File: src/rtl/shift_reg_pkg.sv
// Shared constants for the 4-bit universal shift register and its sequencer:
// mode-select codes, sequencer FSM state encoding and the data width.
package shift_reg_pkg;

  localparam int DATA_W = 4;

  localparam logic [1:0] S_HOLD  = 2'b00;
  localparam logic [1:0] S_RIGHT = 2'b01;
  localparam logic [1:0] S_LEFT  = 2'b10;
  localparam logic [1:0] S_LOAD  = 2'b11;

  localparam logic [1:0] ST_IDLE  = 2'b00;
  localparam logic [1:0] ST_LOAD  = 2'b01;
  localparam logic [1:0] ST_SHIFT = 2'b10;
  localparam logic [1:0] ST_FIN   = 2'b11;

  // Direction bit: 1 shifts left, 0 shifts right.
  function automatic logic [1:0] dir_mode(input logic dir);
    return dir ? S_LEFT : S_RIGHT;
  endfunction

endpackage

File: src/rtl/shift_len_counter.sv
// Loadable down-counter with an at-one flag; load has priority over decrement
// and the count saturates at zero.
module shift_len_counter #(
  parameter int W = 3
) (
  input  logic         clk,
  input  logic         rst_n,
  input  logic         load_i,
  input  logic [W-1:0] load_val_i,
  input  logic         dec_i,
  output logic         at_one_o
);

  logic [W-1:0] cnt_q;
  logic [W-1:0] cnt_d;

  always_comb begin
    cnt_d = cnt_q;
    if (load_i) begin
      cnt_d = load_val_i;
    end else if (dec_i && (cnt_q != '0)) begin
      cnt_d = cnt_q - 1'b1;
    end
  end

  always_ff @(posedge clk or negedge rst_n) begin
    if (!rst_n) begin
      cnt_q <= '0;
    end else begin
      cnt_q <= cnt_d;
    end
  end

  assign at_one_o = (cnt_q == W'(1));

endmodule

File: src/rtl/shift_seq_ctrl.sv
// Command sequencer driving S/D/OE of a 4-bit universal shift register.
// Define SHIFT_SEQ_CTRL_IDLE_HIZ_EN to float the register output (OE=1) while idle.
module shift_seq_ctrl
  import shift_reg_pkg::*;
#(
  parameter int LEN_W = 3
) (
  input  logic              CLK,
  input  logic              CLR_N,
  input  logic              START,
  input  logic [DATA_W-1:0] CMD_D,
  input  logic              CMD_DIR,
  input  logic [LEN_W-1:0]  CMD_LEN,
  output logic [1:0]        S,
  output logic [DATA_W-1:0] D,
  output logic              OE,
  output logic              BUSY,
  output logic              DONE
);

`ifdef SHIFT_SEQ_CTRL_IDLE_HIZ_EN
  localparam logic IDLE_OE = 1'b1;
`else
  localparam logic IDLE_OE = 1'b0;
`endif

  logic [1:0]        state_q, state_d;
  logic [DATA_W-1:0] dat_q, dat_d;
  logic              dir_q, dir_d;
  logic [LEN_W-1:0]  len_q, len_d;

  logic [1:0]        s_q, s_d;
  logic [DATA_W-1:0] d_q, d_d;
  logic              oe_q, oe_d;
  logic              busy_q, busy_d;
  logic              done_q, done_d;

  logic              accept;
  logic              cnt_at_one;

  assign accept = (state_q == ST_IDLE) && START;

  // The counter is loaded during LOAD so it already holds the length on the
  // first SHIFT cycle.
  shift_len_counter #(
    .W(LEN_W)
  ) u_len_cnt (
    .clk        (CLK),
    .rst_n      (CLR_N),
    .load_i     (state_q == ST_LOAD),
    .load_val_i (len_q),
    .dec_i      (state_q == ST_SHIFT),
    .at_one_o   (cnt_at_one)
  );

  always_comb begin
    state_d = state_q;
    dat_d   = dat_q;
    dir_d   = dir_q;
    len_d   = len_q;
    case (state_q)
      ST_IDLE: begin
        if (START) begin
          state_d = ST_LOAD;
          dat_d   = CMD_D;
          dir_d   = CMD_DIR;
          len_d   = CMD_LEN;
        end
      end
      ST_LOAD:  state_d = (len_q != '0) ? ST_SHIFT : ST_FIN;
      ST_SHIFT: if (cnt_at_one) state_d = ST_FIN;
      default:  state_d = ST_IDLE;
    endcase
  end

  // Outputs are decoded from the next state so they appear registered in the
  // same cycle as the state they describe.
  always_comb begin
    s_d    = S_HOLD;
    d_d    = '0;
    oe_d   = 1'b0;
    busy_d = 1'b1;
    done_d = 1'b0;
    case (state_d)
      ST_IDLE: begin
        oe_d   = IDLE_OE;
        busy_d = 1'b0;
      end
      ST_LOAD: begin
        s_d = S_LOAD;
        d_d = accept ? CMD_D : dat_q;
      end
      ST_SHIFT: s_d = dir_mode(dir_q);
      default:  done_d = 1'b1;
    endcase
  end

  always_ff @(posedge CLK or negedge CLR_N) begin
    if (!CLR_N) begin
      state_q <= ST_IDLE;
      dat_q   <= '0;
      dir_q   <= 1'b0;
      len_q   <= '0;
      s_q     <= S_HOLD;
      d_q     <= '0;
      oe_q    <= IDLE_OE;
      busy_q  <= 1'b0;
      done_q  <= 1'b0;
    end else begin
      state_q <= state_d;
      dat_q   <= dat_d;
      dir_q   <= dir_d;
      len_q   <= len_d;
      s_q     <= s_d;
      d_q     <= d_d;
      oe_q    <= oe_d;
      busy_q  <= busy_d;
      done_q  <= done_d;
    end
  end

  assign S    = s_q;
  assign D    = d_q;
  assign OE   = oe_q;
  assign BUSY = busy_q;
  assign DONE = done_q;

endmodule

File: config.mk
export PLATFORM = sky130hd
export DESIGN_NAME = shift_seq_ctrl
export DESIGN_NICKNAME = d
export VERILOG_FILES = /design/src/rtl/shift_reg_pkg.sv /design/src/rtl/shift_len_counter.sv /design/src/rtl/shift_seq_ctrl.sv
export SDC_FILE = /design/constraint.sdc
export NUM_CORES = 1
export LEC_CHECK = 0
export CAP_MARGIN = 40
export CORE_MARGIN = 2
export CORE_UTILIZATION = 29
export CTS_CLUSTER_DIAMETER = 120
export CTS_CLUSTER_SIZE = 30
export DETAILED_ROUTE_END_ITERATION = 10
export SLEW_MARGIN = 20
export SYNTH_ARGS = -nofsm -noshare
export SYNTH_HDL_FRONTEND = slang
export SYNTH_SLANG_ARGS = --single-unit
File: constraint.sdc
create_clock -name CLK -period 2.47 [get_ports CLK]
set_input_delay 0.494 -clock CLK [delete_from_list [all_inputs] [get_ports CLK]]
set_output_delay 0.494 -clock CLK [all_outputs]
set_load 0.02 [all_outputs]
==> results.toml <==
[status]
status = "finished clean"

[route]
wl_per_cell_um = 11.7
drcViolationCount = 0
vias_per_cell = 4.17
drt_pass1_iterations = 4
vias = 609
finalWirelength_um = 1710
drt_first_iter_violations = 21
ant_nets = 0

[synthesis]
synth_cell_types = 23
yosysTopAreaCellShare_pct = 52.8
yosys-top-cells-area = "dfrtp_1 (53%), ha_1 (14%), mux2_4 (6.0%)"
ys_seq_area_share_pct = 52.8
synth.cell_area_um2 = 996
avgSynthCellArea_um2 = 12.8
synth_seq_cells = 21
yosys_warnings = 0
yosysTopAreaCell = "dfrtp_1"
netlist_instances = 78
synth.net_count = 100

[grt]
grt_first_pass_wirelength_um = 2960
grt_pass1_vias = 653
overflow = 0
grt_antenna_before_repair = 0
grt_max_degree = 22
grt_use_total_pct = 9.60

[sta]
period_share_pct = 78.8
rsz0062_at_grt = "false"
tns_ns = 0
hold_viol = 0
setup_viol = 0
clock_skew_ns = 0.00214
drv_slew = 0
min_period_ns = 1.95
fmax_ghz = 0.514
fin_hold_ws_ns = 0.506

[die]
ios = 20
core.rowCount = 21
die_area_um2 = 3920
die_h_um = 62.6
core_area_um2 = 3310
initial_core_util_pct = 30.1
die_w_um = 62.6

[cells_and_area]
layout.nets = 123
diodes = 0
final_util_pct = 38.1
drive_gt1_share_pct = 18.0
syn2layout_area_growth_pct = 26.6

[flow_run]
cap_viol_max_count = 0

[clock_network]
clkLatencyLatePin_ns = 0.30
numCtsBuffers = 3
htreeDepth = 1
clockBufferDepth = 2
post_cts_resized = 0
cts_tree = "built"
cts-root-buf = "clkbuf_4"
postCtsSetupRepairBufs = 0
clk_pin_slew_ns = 0.12
hold_buffers = 0
clock_sinks = 21

[critical_path]
cp_cell_sequence = "inv_1 > ha_1 > nor2b_1 > nand2_1 > a31oi_1 > ha_1 > a21oi_1 > nor2b_1"
crit_type = "reg -> reg"
reg2reg_depth = 8
crit_start = "state_q[1]$_DFF_PN0_"
path_buf_inv = 1
r2r_start = "state_q[1]$_DFF_PN0_"
cp_top_family = "adder cells"
timing.rr.end = "S[1]$_DFF_PN0_"
arrival_ns = 2.18
cp-start-kind = "flop"
slowest_delay_ns = 0.43
worstSetupEndpointType = "flop"
slowest_stage = "dfrtp_1"
rrSetupSlack_ns = 0.52
cp_max_fo = 7
required_ns = 2.71

[power]
power.density_nw_per_um2 = 1230
ir_worst_vdd_mv = 0.305
total_power_uw = 1560
leakagePower_uw = 0.000598

[placed_design]
place_congestion = 0.773
dp_hpwl_um = 1330
io_buffers = 18

[worst_hold_path]
holdCritStartpoint = "dat_q[2]$_DFFE_PN0P_"
hold_path_depth = 1
hold_end = "dat_q[2]$_DFFE_PN0P_"
hold_path_class = "reg -> reg"
==> logic make-up (layout without fill, tap and decap cells) <==
logic type,count (synthesis),count (layout),share of synthesized area (%)
AOI/OAI and AO/OA,11,11,6.91
muxes,9,9,11.6
DFF,21,21,52.8
adders and majority gates,11,11,13.8
buffers and inverters,7,29,3.02
and+or+nand+nor,18,18,11.6
other,1,1,0.377
==> layer usage <==
metal	wire, µm	share of wire (%)	vias up	global-route usage, %
met1	704	41	303	11.2
met4	19	1.1	0	4.17
met2	961	56	4	17.2
met3	22	1.3	2	1.62
li1	-	-	300	-
met5	0	0	-	0
==> cell type report <==
cell class,count,area [µm²]
Tap cell,46,57.6
Clock inverter,1,5.00
Sequential cell,21,526
Timing Repair Buffer,19,188
Multi-Input combinational cell,50,440
Fill cell,343,2050
Clock buffer,3,22.5
Inverter,6,22.5
==> worst reg2reg max path, stage by stage, from the launching register on <==
cell	delay, ns
dfrtp_1	0.43
inv_1	0.09
ha_1	0.26
nor2b_1	0.22
nand2_1	0.10
a31oi_1	0.30
ha_1	0.31
a21oi_1	0.06
nor2b_1	0.11
==> cell usage after synthesis (all sizes together) <==
library cell,number
nor3,1
buf,1
nor2b,4
dfrtp,21
mux2i,1
ha,11
and2,4
and4b,1
nand2,5
nor2,2
conb,1
o21a,1
mux2,8
nand2b,1
a21oi,2
a31o,2
a211oi,1
inv,6
a31oi,1
o21ai,4
==> registers in the layout (all words and copies together) (netlist names) <==
name / cells
state_q: 2
D: 4
dir_q: 1
DONE: 1
S: 2
BUSY: 1
u_len_cnt.cnt_q: 3
dat_q: 4
len_q: 3
==> layout by cell type, fill, tap and decap left out, drive strengths merged <==
cell type / count
a211oi: 1
a21oi: 2
a31o: 2
a31oi: 1
and2: 4
and4b: 1
buf: 1
clkbuf: 3
clkdlybuf4s50: 18
clkinv: 1
conb: 1
dfrtp: 21
ha: 11
inv: 6
mux2: 8
mux2i: 1
nand2: 5
nand2b: 1
nor2: 2
nor2b: 4
nor3: 1
o21a: 1
o21ai: 4
==> worst max path at each step <==
stage / to / slack, ns / depth (start not counted)
global route: S[1]$_DFF_PN0_ / 0.30 / 8
CTS: S[1]$_DFF_PN0_ / 0.49 / 8
detailed placement: S[0]$_DFF_PN0_ / 0.43 / 5
global placement: S[0]$_DFF_PN0_ / 0.50 / 6
floorplan: S[0]$_DFF_PN0_ / 0.73 / 8
finish: S[1]$_DFF_PN0_ / 0.52 / 8
==> power breakdown <==
group	internal, µW	switching, µW	leakage [µW]
logic	416	384	0.000321
clock network	60.3	106	0.0000177
registers	508	82.2	0.000259
total	984	571	0.000598
==> metrics by stage <==
step           setup slack [ns]  cell area, µm²  std cells
2_1_floorplan             0.732             996         78
3_3_place_gp              0.495            1230        142
3_5_place_dp              0.431            1230        142
4_1_cts                   0.495            1260        146
5_1_grt                   0.304            1260        146
6_report                  0.524            1260        146
Note: power is estimated with default switching activity, not from simulation.
